==> config.mk <==
export PLATFORM = sky130hd
export DESIGN_NAME = race_start_sequencer
export DESIGN_NICKNAME = d
export VERILOG_FILES = /design/src/rtl/race_lights_pkg.sv /design/src/rtl/race_lfsr16.sv /design/src/rtl/race_start_sequencer.sv
export SDC_FILE = /design/constraint.sdc
export NUM_CORES = 1
export LEC_CHECK = 0
export BUFFER_PORTS_ARGS = -buffer_cell sky130_fd_sc_hd__buf_2
export CORE_MARGIN = 10
export CORE_UTILIZATION = 60
export CTS_CLUSTER_DIAMETER = 50
export DETAILED_ROUTE_END_ITERATION = 16
export GPL_TIMING_DRIVEN = 0
export PLACE_DENSITY = 0.87
export SLEW_MARGIN = 20
export SYNTH_ARGS = -nofsm -noshare
export SYNTH_HDL_FRONTEND = slang
export SYNTH_SLANG_ARGS = --single-unit
==> constraint.sdc <==
create_clock -name Clk -period 4.05 [get_ports Clk]
set_clock_uncertainty 0.2 [all_clocks]
set_input_delay 0.81 -clock Clk [delete_from_list [all_inputs] [get_ports Clk]]
set_output_delay 0.81 -clock Clk [all_outputs]
set_load 0.02 [all_outputs]
==> src/rtl/race_lights_pkg.sv <==
// Shared types and helpers for the race start-light sequencer: FSM state type,
// Galois LFSR feedback and lamp thermometer decode.
package race_lights_pkg;

  typedef enum logic [2:0] {
    IDLE  = 3'd0,
    COUNT = 3'd1,
    HOLD  = 3'd2,
    GO    = 3'd3,
    FAULT = 3'd4
  } race_state_e;

  // x^16 + x^14 + x^13 + x^11 + 1, right-shifting Galois form
  localparam logic [15:0] LFSR_TAPS = 16'hB400;

  function automatic logic [15:0] lfsr_next(input logic [15:0] cur);
    return (cur >> 1) ^ (cur[0] ? LFSR_TAPS : 16'h0000);
  endfunction

  // Bit idx of a thermometer code with 'level' lamps lit from bit 0
  function automatic logic thermo_bit(input int unsigned idx, input int unsigned level);
    return idx < level;
  endfunction

endpackage

==> src/rtl/race_lfsr16.sv <==
// Free-running 16-bit Galois LFSR; reloads SEED on reset.
module race_lfsr16
  import race_lights_pkg::*;
#(
  parameter logic [15:0] SEED = 16'hACE1
) (
  input  logic        Clk,
  input  logic        nReset,
  output logic [15:0] q
);

  always_ff @(posedge Clk or negedge nReset) begin
    if (!nReset) q <= SEED;
    else         q <= lfsr_next(q);
  end

endmodule

==> src/rtl/race_start_sequencer.sv <==
// Motorsport start-light sequencer: lamps light one by one, hold for a random
// delay, then lights out with green; jump starts latch a fault until Abort.
module race_start_sequencer
  import race_lights_pkg::*;
#(
  parameter int unsigned NUM_LIGHTS   = 5,
  parameter int unsigned STEP_CYCLES  = 50,
  parameter int unsigned MIN_HOLD     = 20,
  parameter int unsigned RAND_W       = 4,
  parameter int unsigned GREEN_CYCLES = 100,
  parameter int unsigned CNT_W        = 16,
  parameter logic [15:0] LFSR_SEED    = 16'hACE1
) (
  input  logic                  Clk,
  input  logic                  nReset,
  input  logic                  Start,
  input  logic                  Abort,
  input  logic                  Launch,
  output logic [NUM_LIGHTS-1:0] Lights,
  output logic                  Green,
  output logic                  Fault,
  output logic                  Busy,
  output logic                  Done
);

  localparam int unsigned LIT_W = $clog2(NUM_LIGHTS + 1);
  localparam logic [CNT_W-1:0] STEP_LAST  = CNT_W'(STEP_CYCLES - 1);
  localparam logic [CNT_W-1:0] GREEN_LAST = CNT_W'(GREEN_CYCLES - 1);
  localparam logic [LIT_W-1:0] LIT_MAX    = LIT_W'(NUM_LIGHTS);

  race_state_e state_q, state_d;

  logic [CNT_W-1:0]      cnt_q, cnt_d;
  logic [CNT_W-1:0]      hold_q, hold_d, hold_sum;
  logic [LIT_W-1:0]      lit_q, lit_d;
  logic                  start_q, start_rise, launch_fault;
  logic [15:0]           lfsr_q;
  logic                  lfsr_unused;
  logic [NUM_LIGHTS-1:0] therm_first, therm_next;
  logic [NUM_LIGHTS-1:0] lights_d;
  logic                  green_d, fault_d, busy_d, done_d;

  race_lfsr16 #(.SEED(LFSR_SEED)) u_lfsr (
    .Clk    (Clk),
    .nReset (nReset),
    .q      (lfsr_q)
  );

  always_comb begin
    start_rise   = Start & ~start_q;
    launch_fault = Launch && (state_q == COUNT || state_q == HOLD);
    hold_sum     = CNT_W'(MIN_HOLD) + CNT_W'(lfsr_q[RAND_W-1:0]);
    lfsr_unused  = ^lfsr_q;
    therm_first  = '0;
    therm_next   = '0;
    for (int unsigned i = 0; i < NUM_LIGHTS; i++) begin
      therm_first[i] = thermo_bit(i, 32'd1);
      therm_next[i]  = thermo_bit(i, 32'(lit_q) + 32'd1);
    end
  end

  always_comb begin
    state_d  = state_q;
    cnt_d    = cnt_q;
    lit_d    = lit_q;
    hold_d   = hold_q;
    lights_d = Lights;
    green_d  = Green;
    fault_d  = Fault;
    done_d   = 1'b0;

    if (Abort) begin
      state_d  = IDLE;
      cnt_d    = '0;
      lit_d    = '0;
      lights_d = '0;
      green_d  = 1'b0;
      fault_d  = 1'b0;
    end else if (launch_fault) begin
      state_d  = FAULT;
      cnt_d    = '0;
      lights_d = '1;
      green_d  = 1'b0;
      fault_d  = 1'b1;
    end else begin
      case (state_q)
        IDLE: begin
          if (start_rise) begin
            state_d  = COUNT;
            lit_d    = LIT_W'(1);
            cnt_d    = '0;
            lights_d = therm_first;
          end
        end

        COUNT: begin
          if (cnt_q == STEP_LAST) begin
            cnt_d = '0;
            if (lit_q == LIT_MAX) begin
              // The hold length is frozen from the LFSR value seen on this edge
              state_d = HOLD;
              hold_d  = hold_sum;
            end else begin
              lit_d    = lit_q + LIT_W'(1);
              lights_d = therm_next;
            end
          end else begin
            cnt_d = cnt_q + CNT_W'(1);
          end
        end

        HOLD: begin
          if (cnt_q == hold_q - CNT_W'(1)) begin
            state_d  = GO;
            cnt_d    = '0;
            lights_d = '0;
            green_d  = 1'b1;
            done_d   = (GREEN_CYCLES == 1);
          end else begin
            cnt_d = cnt_q + CNT_W'(1);
          end
        end

        GO: begin
          if (cnt_q == GREEN_LAST) begin
            state_d = IDLE;
            cnt_d   = '0;
            lit_d   = '0;
            green_d = 1'b0;
          end else begin
            cnt_d  = cnt_q + CNT_W'(1);
            done_d = (cnt_q + CNT_W'(1) == GREEN_LAST);
          end
        end

        FAULT: begin
          if (cnt_q == STEP_LAST) begin
            cnt_d    = '0;
            lights_d = ~Lights;
          end else begin
            cnt_d = cnt_q + CNT_W'(1);
          end
        end

        default: begin
          state_d  = IDLE;
          cnt_d    = '0;
          lit_d    = '0;
          lights_d = '0;
          green_d  = 1'b0;
          fault_d  = 1'b0;
        end
      endcase
    end

    busy_d = (state_d != IDLE);
  end

  always_ff @(posedge Clk or negedge nReset) begin
    if (!nReset) begin
      state_q <= IDLE;
      cnt_q   <= '0;
      lit_q   <= '0;
      hold_q  <= '0;
      start_q <= 1'b0;
      Lights  <= '0;
      Green   <= 1'b0;
      Fault   <= 1'b0;
      Busy    <= 1'b0;
      Done    <= 1'b0;
    end else begin
      state_q <= state_d;
      cnt_q   <= cnt_d;
      lit_q   <= lit_d;
      hold_q  <= hold_d;
      start_q <= Start;
      Lights  <= lights_d;
      Green   <= green_d;
      Fault   <= fault_d;
      Busy    <= busy_d;
      Done    <= done_d;
    end
  end

endmodule
# --- Yosys cells after proc, flatten, opt, wreduce, memory -nomap -nowiden ---
# Cells that the tools add are included.
totals:
  in_bits: 5
  reg_bits: 64
  mem_count: 0
  romBits: 0
  latchBits: 0
  ram_bits: 0
  output_inout_bits: 9
  wordCells: 106
classes:
  n_bitwise: 6
  magnitude_cmp: 5
  mux: 43
  div: 0
  n_reduce_logical: 12
  n_shift: 0
  n_addsub: 5
  mul: 0
  eq_ne: 24
op_table:
  columns: ["cell", "n"]
  rows:
  - ["16-bit 2-to-1 mux", 7]
  - ["1-bit by 32-bit < comparator with 1-bit output, first input constant", 2]
  - ["2-bit by 32-bit < comparator with 1-bit output, first input constant", 2]
  - ["16-bit case mux with 4 select lines", 1]
  - ["3-bit 2-to-1 mux", 13]
  - ["5-bit 2-to-1 mux", 7]
  - ["16-bit by 7-bit equality test with 1-bit output, second input constant", 2]
  - ["5-bit case mux with 5 select lines", 1]
  - ["16-bit by 1-bit adder with 16-bit output, second input constant", 1]
  - ["16-bit equality test", 1]
  - ["16-bit by 6-bit equality test with 1-bit output, second input constant", 1]
  - ["4-bit != test, second input constant", 4]
  - ["16-bit by 1-bit subtractor with 16-bit output, second input constant", 1]
  - ["15-bit by 16-bit bitwise XOR with 16-bit output", 1]
  - ["3-bit case mux with 5 select lines", 1]
  - ["3-bit != test, second input constant", 4]
  - ["3-bit case mux with 4 select lines", 1]
  - ["6-bit AND reduction", 2]
  - ["1-bit 2-to-1 mux", 11]
  - ["4-bit by 3-bit != test with 1-bit output, second input constant", 2]
  - ["5-bit by 4-bit adder with 6-bit output, first input constant", 1]
  - ["3-bit by 2-bit equality test with 1-bit output, second input constant", 2]
  - ["3-bit equality test, second input constant", 2]
  - ["3-bit by 1-bit != test with 1-bit output, second input constant", 2]
  - ["20 further kinds", 23]

# --- Longest topological paths before layout ---
# Gate-level depths: netlist of the first run.
depth:
  depth_word: 7
  ltp_mapped: 10
  ltp_nobuf: 9

# --- Hierarchy ---
# A second synthesis of the first run with hierarchy kept.
hier_totals:
  hier_cells: 346
  hier_area_um2: 3249.4
by_module_without_submodules:
  columns: ["module", "cells_per_inst", "seq_area_each_um2", "n_inst", "area_per_inst_um2"]
  rows:
  - ["race_start_sequencer", 327, 950.9, 1, 2812.7]
  - ["race_lfsr16", 19, 410.4, 1, 436.7]

# --- Worst setup path after synthesis of the first run ---
# Ideal clock, no wire load.
synth_timing:
  kind: "input -> register"
  from: "in Abort"
  to: "reg Lights[0]"
  arrival_time_ps: 2250
  t_required_ps: 3725
  cell_stages: 7
  setup_time_ps: 125
  path_buffers: 2
  slack_ps: 1475
  path_cell_list: "clkbuf_1 > nor2_1 > and3_1 > clkbuf_1 > a211oi_1 > a21oi_1 > mux2_2"
synth_via:
  elab_chain_cells: 2
  word_cells_on_any_way: 8
  classes_between: "eq/ne (6); mux (1); reduce/logical (1)"
synth_rtl:
  columns: ["element", "line", "text"]
  rows:
  - ["start: declaration", "race_start_sequencer.sv:17", "input logic Abort,"]
  - ["4-bit != test (no source line), or another cell as far along", null, null]
  - ["6-bit AND reduction (no source line)", null, null]
  - ["end signal: assignment", "race_start_sequencer.sv:177", "Lights <= lights_d;"]
  - ["end: declaration", "race_start_sequencer.sv:19", "output logic [NUM_LIGHTS-1:0] Lights,"]
# Several ways; a longest one is shown, not always the timed one.
# A chain may end at the register's enable or synchronous reset.

# --- Final worst setup path of the first run ---
layout_timing:
  from: "reg hold_q[2]"
  to: "reg cnt_q[14]"
layout_via:
  elab_chain_cells: 6
layout_rtl:
  columns: ["element", "line", "text"]
  rows:
  - ["start: declaration", "race_start_sequencer.sv:34", "logic [CNT_W-1:0] hold_q, hold_d, hold_sum;"]
  - ["start signal: assignment", "race_start_sequencer.sv:175", "hold_q <= hold_d;"]
  - ["16-bit by 1-bit subtractor with 16-bit output", "race_start_sequencer.sv:113", "if (cnt_q == hold_q - CNT_W'(1)) begin"]
  - ["16-bit equality test", "race_start_sequencer.sv:113", null]
  - ["16-bit 2-to-1 mux", "race_start_sequencer.sv:113", null]
  - ["16-bit case mux with 4 select lines", "race_start_sequencer.sv:86", "case (state_q)"]
  - ["16-bit 2-to-1 mux", "race_start_sequencer.sv:79", "end else if (launch_fault) begin"]
  - ["16-bit 2-to-1 mux", "race_start_sequencer.sv:72", "if (Abort) begin"]
  - ["end signal: assignment", "race_start_sequencer.sv:173", "cnt_q <= cnt_d;"]
  - ["end: declaration", "race_start_sequencer.sv:33", "logic [CNT_W-1:0] cnt_q, cnt_d;"]
# Every way passes these cells.

==> results_dict.tcl, run 1 <==
set metrics [dict create \
    critPathLaunch "hold_q[2]" \
    synth.most_common_cell "dfrtp_1" \
    ir_drop_uv 292 \
    synthXorXnorAreaFrac_pct 7.37 \
    yosysWarnings 0 \
    synth_mux_area_share_pct 5.63 \
    maxSlewHeadroom_pct 49.4 \
    cts.sinks 54 \
    cp.required_ns 4.05 \
    endpoint_kind "flip-flop" \
    cts_hold_buffers 0 \
    period_needed_ns 2.83 \
    overflow 0 \
    dieArea_um2 8420 \
    synth_area_um2 3090 \
    synth_top_family_by_area "simple AND/OR/NAND/NOR gates" \
    wirelength_mm 6.35 \
    rsz0062_at_grt "no" \
    cts_root_buf "clkbuf_8" \
    globalplace.congestion 0.936 \
    antenna_found_initial 0 \
    synth_nets 339 \
    yosysTopAreaCell "dfrtp_1" \
    placed_cells 406 \
    ys_top_cells_by_count "dfrtp_1, nand2_1, o21ai_0, nor2_1, xor2_1" \
    synthAdderAreaFrac_pct 4.05 \
    ff2ff_path_depth 10 \
    p_leak_nw 1.52 \
    synthFlopType "dfrtp_1" \
    clockBufferDepth 2 \
    cap_violations 0 \
    synth-seq-cells 54 \
    synth_compound_area_share_pct 14.5 \
    crit_end "cnt_q[14]" \
    yosysSeqAreaShare_pct 44.0 \
    synth_cell_types 51 \
    cts_resized 0 \
    pin_count 14 \
    final.period_utilization_pct 69.9 \
    portBuffers 12 \
    fin_area_um2 3340 \
    numCtsBuffers 5 \
    grtUsageTotal_pct 15.0 \
    grt_pass1_wl_mm 10.7 \
    fin_setup_tns_ns 0 \
    grt_pass1_vias 2322 \
    cts_setup_buffers 0 \
    timing.rr.end "cnt_q[14]" \
    tightest_slew_ns 0.758 \
    first_pass_iters 7 \
    avgViaCountPerCell 5.89 \
    whs_ns 0.160 \
    r2r-start "hold_q[2]" \
    place_ws_ns 1.04 \
    area_growth_pct 8.01 \
    row_count 26 \
    ys_top_cells_by_area "dfrtp_1, dfstp_2, xor2_1, o21ai_0, ha_1" \
    setup_viol 0 \
    die_w_um 91.8 \
    fp.coreArea_um2 5040 \
    min-delay-start "u_lfsr.q[4]" \
    synth_simple_gate_area_share_pct 19.7 \
    async_flop_share_pct 100 \
    post-route-util_pct 66.2 \
    power_density_nw_per_um2 305 \
    drtIter0Drc 195 \
    fin_cells 414 \
    p_total_mw 1.02 \
    arrival_ns 2.83 \
    avgRoutedWirePerCell_um 15.3 \
    synth_top_area_share_pct 37.2 \
    syn_area_per_cell_um2 9.54 \
    criticalPathCategory "flip-flop to flip-flop" \
    cts_tree "yes" \
    status "complete, no violations" \
    grt_start_max_net_pins 55 \
    num_antenna_cells 0 \
    via_count 2437 \
    die_h_um 91.8 \
    ff2ff_setup_slack_ns 1.22 \
    htreeDepth 2 \
    netlist_instances 324 \
    critical_path.max_fanout 10 \
    start_util_pct 61.3 \
    hpwl_mm 4.42 \
    clk_pin_slew_worst_paths_ns 0.10 \
    critPathLaunchType "flip-flop" \
    post_dp_cell_area_um2 3240 \
    layout-drive-gt1-share_pct 16.9 \
    hold_viol 0 \
    synth_edf_count 0 \
    fin_ws_ns 1.22 \
    fmax_mhz 353 \
    clk_latency_ns 0.31 \
    hold_path_class "flip-flop to flip-flop" \
    drv_slew 0 \
    drc 0 \
    ant_nets 0 \
    fin_nets 358 \
]
==> layer usage <==
layer | vias to the layer above | GRT usage (%) | wire length [µm]
met5 | - | 0 | 0
met4 | 0 | 4.76 | 105
met3 | 10 | 2.85 | 286
met2 | 63 | 25.5 | 3080
met1 | 1186 | 18.7 | 2880
li1 | 1178 | - | -
==> report_power, final <==
part	switching, mW	internal [mW]
registers	0.0153	0.554
logic	0.0822	0.0470
clock network	0.193	0.128
total	0.290	0.730
==> state kept, by name, summed over array words and instances, names as in the netlist <==
name,cells
lit_q,3
Green,1
Fault,1
hold_q,6
cnt_q,16
state_q,3
Busy,1
Done,1
start_q,1
u_lfsr.q,16
Lights,5
==> worst min-delay path by stage <==
stage	slack, ns	cells after the start	to
finish	0.16	0	u_lfsr.q[3]
global placement	0.13	0	u_lfsr.q[3]
global route	0.17	0	u_lfsr.q[5]
CTS	0.16	0	u_lfsr.q[3]
detailed placement	0.14	0	u_lfsr.q[3]
floorplan	0.13	0	u_lfsr.q[3]
==> area by class of cell <==
| cell class | count | area [µm²] |
|---|---|---|
| clock buffer | 5 | 68.8 |
| inverter | 12 | 45.0 |
| timing repair buffer | 12 | 62.6 |
| multi-input combinational | 237 | 1580 |
| buffer | 21 | 103 |
| tap | 70 | 87.6 |
| clock inverter | 3 | 28.8 |
| fill | 385 | 1700 |
| sequential | 54 | 1360 |
==> cell usage in the layout, fill, tap and decap left out, drive strengths merged, types with 3 or more instances in the layout <==
master,synthesis,final
nand3b,4,4
a21oi,11,11
inv,12,13
nand2b,5,5
o31ai,3,3
nor3b,3,3
dfstp,8,8
xnor2,11,11
and3,5,5
xor2,15,15
nand3,14,14
nor4,5,5
nor2b,4,4
or2,3,3
o211ai,4,4
a211oi,5,5
a31oi,5,5
clkbuf,11,16
o21ai,27,27
nor3,3,3
buf,10,22
nand2,31,31
nor2,20,20
dfrtp,46,46
mux2i,5,5
mux2,11,11
o211a,3,3
nand4,7,7
ha,10,10
nor4b,3,3
==> kinds of logic (layout without fill, tap and decap cells) <==
group,Yosys count,in the layout
AO/OA/AOI/OAI,69,69
XOR/XNOR,26,26
adder cells (fa/ha/maj),10,10
buffers and inverters,33,53
flip-flops,54,54
multiplexers,16,16
AND/OR/NAND/NOR,116,116
==> critical path, stage by stage, from the launching register on <==
cell      delay, ns
dfrtp_1        0.45
nor2_1         0.21
and3_1         0.19
ha_1           0.23
xnor2_1        0.12
nor4_1         0.18
o211ai_1       0.18
o31ai_2        0.32
a31o_2         0.29
buf_4          0.21
o21ai_0        0.11
Power figures use the tool's default switching activity.
==> inputs of run 2 (changes only) <==
--- a/config.mk
+++ b/config.mk
@@ -7,11 +7,11 @@
 export LEC_CHECK = 0
 export BUFFER_PORTS_ARGS = -buffer_cell sky130_fd_sc_hd__buf_2
 export CORE_MARGIN = 10
-export CORE_UTILIZATION = 60
+export CORE_UTILIZATION = 55
 export CTS_CLUSTER_DIAMETER = 50
 export DETAILED_ROUTE_END_ITERATION = 16
 export GPL_TIMING_DRIVEN = 0
-export PLACE_DENSITY = 0.87
+export PLACE_DENSITY = 0.84
 export SLEW_MARGIN = 20
 export SYNTH_ARGS = -nofsm -noshare
 export SYNTH_HDL_FRONTEND = slang
==> constraint.sdc (replaced) <==
create_clock -name Clk -period 2.3 [get_ports Clk]
set_clock_uncertainty 0.2 [all_clocks]
set_input_delay 0.46 -clock Clk [delete_from_list [all_inputs] [get_ports Clk]]
set_output_delay 0.46 -clock Clk [all_outputs]
set_load 0.02 [all_outputs]
==> results_dict.tcl, run 2 (same netlist as run 1, synthesis figures left out) <==
set metrics [dict create \
    ant_nets 0 \
    drc 0 \
    ir_drop_uv 409 \
    htreeDepth 2 \
    pin_count 14 \
    p_total_mw 1.88 \
    antenna_found_initial 0 \
    p_leak_nw 1.75 \
    numCtsBuffers 5 \
    violations "setup timing" \
    fp.coreArea_um2 5470 \
    num_antenna_cells 0 \
    slowest_delay_ns 0.43 \
    post_dp_cell_area_um2 3270 \
    hold_viol 0 \
    setup_viol 25 \
    critical_path.max_fanout 6 \
    clkPwrFrac_pct 31.2 \
    endpoint_kind "flip-flop" \
    criticalPathCategory "flip-flop to flip-flop" \
    cts.sinks 54 \
    layout_common_cells "dfrtp_1, buf_4, nand2_1" \
    globalplace.congestion 0.910 \
    crit_path_top_delay_cell "dfrtp_1" \
    combPwrFrac_pct 15.4 \
    post-route-util_pct 71.9 \
    area_growth_pct 27.4 \
    clk_pin_slew_worst_paths_ns 0.10 \
    clockBufferDepth 2 \
    grtUsageTotal_pct 16.8 \
    period_needed_ns 2.79 \
    maxSlewHeadroom_pct 54.7 \
    hold_path_class "input port to flip-flop" \
    grt_pass1_wl_mm 12.2 \
    layout-drive-gt1-share_pct 36.3 \
    rsz0062_at_grt "yes" \
    switching_share_pct 28.7 \
    row_count 27 \
    hpwl_mm 4.50 \
    portBuffers 12 \
    arrival_ns 2.80 \
    via_count 2816 \
    drtIter0Drc 274 \
    start_util_pct 56.5 \
    fin_ws_ns -0.489 \
    wirelength_mm 8.44 \
    p_switching_mw 0.540 \
    die_w_um 95.0 \
    cap_violations 0 \
    grt_start_max_net_pins 55 \
    final_common_cell "dfrtp_1" \
    seqPwrFrac_pct 53.4 \
    final.period_utilization_pct 121 \
    cts_root_buf "clkbuf_8" \
    avgViaCountPerCell 6.27 \
    fin_nets 391 \
    top_regs "cnt_q: 16 flops, u_lfsr.q: 16 flops, hold_q: 6 flops" \
    grt_pass1_vias 2560 \
    overflow 0 \
    clk_latency_ns 0.32 \
    dieArea_um2 9020 \
    fin_area_um2 3940 \
    drv_slew 0 \
    power.internal_mw 1.34 \
    die_h_um 95.0 \
    cp.required_ns 2.31 \
    critPathLaunchType "flip-flop" \
    cp_cell_sequence "nor2_2, and3_1, ha_1, xnor2_1, nor4_1, o211ai_1, o31ai_2, a31o_4, buf_4, buf_6, o21ai_2" \
    tightest_slew_ns 0.680 \
    power_density_nw_per_um2 478 \
    fmax_mhz 359 \
    first_pass_iters 5 \
    status "complete, but fails checks" \
    cts_tree "yes" \
    avgRoutedWirePerCell_um 18.8 \
    ff2ff_setup_slack_ns -0.49 \
]
[run 2: cell type report]
type	instances	area [µm²]
Buffer	17	126
Clock buffer	6	82.6
Clock inverter	2	17.5
Fill cell	372	1540
Inverter	12	45.0
Multi-Input combinational cell	237	1860
Sequential cell	54	1370
Tap cell	72	90.1
Timing Repair Buffer	49	354
[run 2: routing by layer]
metal	GRT usage (%)	part of all wire, %	vias to the layer above	wire (µm)
met5	0	0	-	0
met4	7.11	4.3	0	367
met3	3.33	6.5	49	546
met2	28.1	49	157	4110
met1	20.6	40	1360	3410
li1	-	-	1250	-
[run 2: path summary, 6_finish.rpt]
path                             start  cells past startpoint     endpoint
max                          hold_q[3]                     11     cnt_q[4]
min                              Start                      1      start_q
max reg2reg                  hold_q[3]                     11     cnt_q[4]
min reg2reg                u_lfsr.q[9]                      0  u_lfsr.q[8]
max in group asynchronous       nReset                      2     cnt_q[0]
min in group asynchronous       nReset                      2    cnt_q[13]
[run 2: critical path: cells and delay by family (launching register included)]
family / cells / cell delay [ns]
AO/OA/AOI/OAI: 4 / 0.86
XOR/XNOR: 1 / 0.13
adder cells (fa/ha/maj): 1 / 0.24
buffers and inverters: 2 / 0.24
flip-flops: 1 / 0.43
AND/OR/NAND/NOR: 3 / 0.58
[run 2: power by group through the flow]
stage | clock, mW | sequential (mW) | combinational [mW]
final | 0.587 | 1.01 | 0.289
after CTS | 0.584 | 1.00 | 0.255
after detailed placement | 0 | 1.02 | 0.228
after global placement | 0 | 1.02 | 0.222
after global routing | 0.626 | 1.01 | 0.313
after floorplan | 0 | 1.03 | 0.137
[run 2: through the flow]
step,hold WS (ns),worst slack [ns],setup TNS (ns),std cells
2_1_floorplan,-0.0356,-0.0766,-0.790,324
3_3_place_gp,0.134,-0.341,-8.44,408
3_5_place_dp,0.137,-0.361,-9.00,408
4_1_cts,0.0557,-0.232,-4.12,431
5_1_grt,0.0510,-0.520,-10.29,449
6_report,0.0518,-0.489,-9.44,449
[run 2: repair_timing]
action | in CTS | in global routing
pin swaps | 7 | 24
hold buffers | 1 | 0
buffers inserted | 16 | 19
resized for setup | 33 | 46
setup endpoints to repair | 33 | 32
gates cloned | 1 | 0
hold endpoints to repair | 9 | 0
